File: src/rtl/param_fifo.sv
// param_fifo: parametrised synchronous FIFO with req/ack handshakes on both
// ports, a registered fill-level counter, programmable almost-full/almost-empty
// thresholds and a synchronous flush. Flags are decoded from the level counter.
module param_fifo #(
  parameter int unsigned WIDTH    = 16,
  parameter int unsigned DEPTH    = 16,
  parameter int unsigned AF_LEVEL = 14,
  parameter int unsigned AE_LEVEL = 2
) (
  input  logic                     clk,
  input  logic                     rst,
  input  logic                     writeReq,
  input  logic [WIDTH-1:0]         dataIn,
  output logic                     writeAck,
  input  logic                     readReq,
  output logic                     readAck,
  output logic [WIDTH-1:0]         dataOut,
  input  logic                     flush,
  output logic                     empty,
  output logic                     full,
  output logic                     almostFull,
  output logic                     almostEmpty,
  output logic [$clog2(DEPTH):0]   level
);

  localparam int unsigned AW = $clog2(DEPTH);
  localparam int unsigned LW = AW + 1;

  localparam logic [LW-1:0] FULL_LVL = LW'(DEPTH);
  localparam logic [LW-1:0] AF_LVL   = LW'(AF_LEVEL);
  localparam logic [LW-1:0] AE_LVL   = LW'(AE_LEVEL);

  // Storage array; contents are not reset, only the pointers and level are.
  logic [WIDTH-1:0] mem_q [DEPTH];

  logic [AW-1:0]    wptr_q, wptr_d;
  logic [AW-1:0]    rptr_q, rptr_d;
  logic [LW-1:0]    level_q, level_d;
  logic             wack_q, wack_d;
  logic             rack_q, rack_d;
  logic [WIDTH-1:0] dout_q, dout_d;

  logic             empty_w;
  logic             full_w;
  logic             wr_en;
  logic             rd_en;

  // Status flags decoded purely from the registered level.
  always_comb begin
    empty_w     = (level_q == '0);
    full_w      = (level_q == FULL_LVL);
    almostFull  = (level_q >= AF_LVL);
    almostEmpty = (level_q <= AE_LVL);
  end

  assign empty    = empty_w;
  assign full     = full_w;
  assign level    = level_q;
  assign writeAck = wack_q;
  assign readAck  = rack_q;
  assign dataOut  = dout_q;

  // Accept decisions: a pending ack blanks its port for one cycle so a
  // still-held request is not counted twice; flush blocks both ports.
  always_comb begin
    wr_en = writeReq && !wack_q && !full_w  && !flush;
    rd_en = readReq  && !rack_q && !empty_w && !flush;
  end

  // Next-state computation for pointers, level, acks and read data.
  always_comb begin
    wptr_d  = wptr_q;
    rptr_d  = rptr_q;
    level_d = level_q;
    dout_d  = dout_q;
    wack_d  = wr_en;
    rack_d  = rd_en;
    if (flush) begin
      wptr_d  = '0;
      rptr_d  = '0;
      level_d = '0;
    end else begin
      if (wr_en) begin
        wptr_d = wptr_q + AW'(1);
      end
      if (rd_en) begin
        rptr_d = rptr_q + AW'(1);
        dout_d = mem_q[rptr_q];
      end
      unique case ({wr_en, rd_en})
        2'b10:   level_d = level_q + LW'(1);
        2'b01:   level_d = level_q - LW'(1);
        default: level_d = level_q;
      endcase
    end
  end

  // Control and data-out registers, cleared asynchronously by rst low.
  always_ff @(posedge clk or negedge rst) begin
    if (!rst) begin
      wptr_q  <= '0;
      rptr_q  <= '0;
      level_q <= '0;
      wack_q  <= 1'b0;
      rack_q  <= 1'b0;
      dout_q  <= '0;
    end else begin
      wptr_q  <= wptr_d;
      rptr_q  <= rptr_d;
      level_q <= level_d;
      wack_q  <= wack_d;
      rack_q  <= rack_d;
      dout_q  <= dout_d;
    end
  end

  // Memory write port.
  always_ff @(posedge clk) begin
    if (wr_en) begin
      mem_q[wptr_q] <= dataIn;
    end
  end

endmodule
File: config.mk
export PLATFORM = sky130hd
export DESIGN_NAME = param_fifo
export DESIGN_NICKNAME = d
export VERILOG_FILES = /design/src/rtl/param_fifo.sv
export SDC_FILE = /design/constraint.sdc
export NUM_CORES = 1
export LEC_CHECK = 0
export BUFFER_PORTS_ARGS = -buffer_cell sky130_fd_sc_hd__buf_2
export CORE_MARGIN = 2
export CORE_UTILIZATION = 29
export DETAILED_ROUTE_END_ITERATION = 6
export HOLD_SLACK_MARGIN = 0.02
export SYNTH_ARGS = -nofsm -noshare
export SYNTH_HDL_FRONTEND = slang
export SYNTH_SLANG_ARGS = --single-unit
File: constraint.sdc
create_clock -name clk -period 2.7 [get_ports clk]
set_input_delay 0.135 -clock clk [delete_from_list [all_inputs] [get_ports clk]]
set_output_delay 0.135 -clock clk [all_outputs]
set_load 0.005 [all_outputs]
==> results.py <==
metrics = {
    "power_and_ir_drop": {
        "p_leak_nw": 4.484,
        "pwr_density_cell_nw_per_um2": 798.5,
        "switching_share_pct": 24.87,
        "intPower_mw": 8.218,
        "clock_power_share_pct": 35.6,
        "comb_power_share_pct": 17.0,
        "total_power_mw": 10.94,
        "switching_power_mw": 2.721,
        "p_seq_share_pct": 47.4,
        "peakVddDrop_v": 0.0004664,
    },
    "grt": {
        "grt.total_usage_pct": 12.23,
        "grt.overflow.total": 0,
        "grt_pass1_wl_um": 37080,
        "grt_max_degree": 52,
        "antenna_found_initial": 0,
        "grt_pass1_vias": 5706,
    },
    "routing": {
        "drt_iter0_drc": 432,
        "avgViaCountPerCell": 4.672,
        "drc_errors": 0,
        "drt-total-wl_um": 24640,
        "num_vias": 5583,
        "drt-wirelength-per-cell_um": 20.62,
        "ant_nets": 0,
        "drtPass1Iterations": 7,
    },
    "floorplanning": {
        "io_pins": 48,
        "initial_core_util_pct": 29.31,
        "die_w_um": 201.2,
        "die_y_um": 201.2,
        "fp.coreArea_um2": 38470,
        "die_area_um2": 40470,
        "rows": 72,
    },
    "timing": {
        "setup-tns-final_ns": 0,
        "worst_pin_slew_ns": 0.9274,
        "finalHoldViolations": 0,
        "timing.final.ws_setup_ns": 0.1254,
        "fmax_ghz": 0.3884,
        "finClkSkew_ns": 0.01750,
        "fin_crit_ns": 2.575,
        "post-route-period-util_pct": 95.36,
        "finalHoldWorstSlack_ns": 0.1366,
        "slew_viol_final": 0,
        "setup_viol": 0,
        "rsz0062_at_grt": "yes",
        "slew-limit-headroom_pct": 38.17,
    },
    "clock_network": {
        "clockBufferDepth": 3,
        "cts_root_buf": "clkbuf_16",
        "cts_made_buffers": 30,
        "tritoncts": "yes",
        "clock_sinks": 287,
        "path_clk_slew_ns": 0.06,
        "clkLatencyLatePin_ns": 0.55,
        "h-tree-depth": 1,
    },
    "final_layout": {
        "final_common_cell": "edfxtp_1",
        "drive_gt1_share_pct": 35.16,
        "finish.instance_area_um2": 13700,
        "final_cell_mix": "edfxtp_1 (256), mux4_2 (64), buf_2 (47)",
        "final_net_count": 686,
        "syn_to_final_growth_pct": 21.53,
        "final_util_pct": 35.62,
        "fill_cells": 3583,
        "n_antenna_cell": 0,
        "stdcell_count": 1195,
    },
    "place": {
        "placed_cells": 1123,
        "place_area_um2": 12560,
        "detailed_place_hpwl_um": 14350,
        "dp_slack_ns": 0.006496,
        "gp_congestion": 0.7734,
        "port_buffers": 47,
    },
    "worst_setup_path": {
        "worstPathRequired_ns": 3.11,
        "critPathArrivalTime_ns": 2.99,
        "endpoint_kind": "flip-flop",
        "worstSetupStartpointType": "flip-flop",
        "r2r-start": "level[4]",
        "path_max_fanout": 3,
        "crit_type": "flip-flop to flip-flop",
        "r2r_setup_slack_ns": 0.13,
        "critPathLaunch": "level[4]",
    },
    "logic_synthesis": {
        "synth_area_um2": 11270,
        "avgSynthCellArea_um2": 20.84,
        "post_synth_num_cell_types": 41,
        "synth-async-reset-ratio_pct": 10.80,
        "ys.flop_type": "edfxtp_1",
        "synth_warnings": 0,
        "yosysSeqAreaShare_pct": 75.07,
        "synthesis.nets": 571,
        "synth-seq-cells": 287,
        "synth_edf_count": 256,
        "synthCells": 541,
    },
    "min_path": {
        "hp-start": "readReq",
        "hp-class": "primary input to flip-flop",
    },
    "run_status": {
        "status": "complete, no violations",
    },
    "run": {
        "maxCapViolCount": 0,
    },
}
## repair_timing
item | 4_1_cts | 5_1_grt
endpoints found under the setup margin | 1 | 2
hold buffers | 18 | 0
resized for setup | 1 | 5
buffers inserted | 1 | 0
hold endpoints to repair | 300 | 0
pin swaps | 0 | 2
## cells in the mapped netlist (4+ instances only)
master / n / area (um2)
xor2_1: 5 / 43.79
mux4_2: 64 / 1441
o221ai_1: 15 / 131.4
ha_1: 8 / 100.1
dfrtp_1: 31 / 775.7
edfxtp_1: 256 / 7687
buf_2: 17 / 85.08
mux2i_1: 35 / 350.3
xnor2_1: 4 / 35.03
nor2_1: 27 / 101.4
nand2_1: 23 / 86.33
inv_1: 7 / 26.28
clkbuf_1: 4 / 15.01
nor3_1: 8 / 40.04
## power by group through the flow
stage	combinational, mW	clock [mW]	sequential, mW
6_report	1.86	3.89	5.19
5_1_grt	2.05	4.14	5.21
4_1_cts	1.89	3.97	5.19
3_5_place_dp	1.84	0	5.28
3_3_place_gp	1.82	0	5.28
2_1_floorplan	1.21	0	5.26
## logic make-up (layout without fill, tap and decap cells)
| kind of cell | after synthesis | count (layout) | share of synthesized area (%) |
|---|---|---|---|
| flops | 287 | 287 | 75.07 |
| mux | 99 | 99 | 15.89 |
| simple gates | 72 | 72 | 3.097 |
| buf+inv | 37 | 173 | 1.953 |
| compound gates | 28 | 28 | 2.220 |
| fa+ha+maj | 9 | 9 | 1.066 |
| xor+xnor | 9 | 9 | 0.6992 |
## state kept, by name, summed over array words and instances, names as in the netlist
signal	flops
rptr_q	4
wptr_q	4
level	5
writeAck	1
mem_q	256
readAck	1
dataOut	16
## metal layers
layer | share of wire, % | track usage, % | up-vias
li1 | - | - | 2435
met1 | 46 | 17.42 | 2978
met2 | 47 | 19.70 | 143
met3 | 5.1 | 2.154 | 27
met4 | 1.5 | 2.593 | 0
met5 | 0 | 0 | -
## critical path: stages, from the launching register on
cell and delay, ns:
dfrtp_1 0.37, or3_4 0.41, o311a_4 0.34, nand2b_4 0.10, inv_6 0.03, o21ai_2 0.06, inv_2 0.08, ha_4 0.28
nor2b_4 0.13, o21ai_2 0.08, a2111oi_4 0.33, o21ai_1 0.10, nor3b_1 0.14
## layout make-up
type	count	area, um2	share of cell area (%)
flip-flops and latches	287	8472	61.84
well taps	518	648.1	4.731
inverters	8	35.03	0.2557
clock inverters	11	83.83	0.6119
multi-input cells	217	2696	19.68
clock buffers	42	847.1	6.183
repair buffers	112	918.4	6.703
## final timing paths
kind                          endpoint  cells after the start
setup / recovery              level[4]                     12
hold / removal                 readAck                      5
setup reg to reg              level[4]                     12
hold reg to reg            dataOut[15]                      2
max in group asynchronous    rptr_q[1]                      2
min in group asynchronous     level[2]                      2
(Power assumes the default switching activity.)
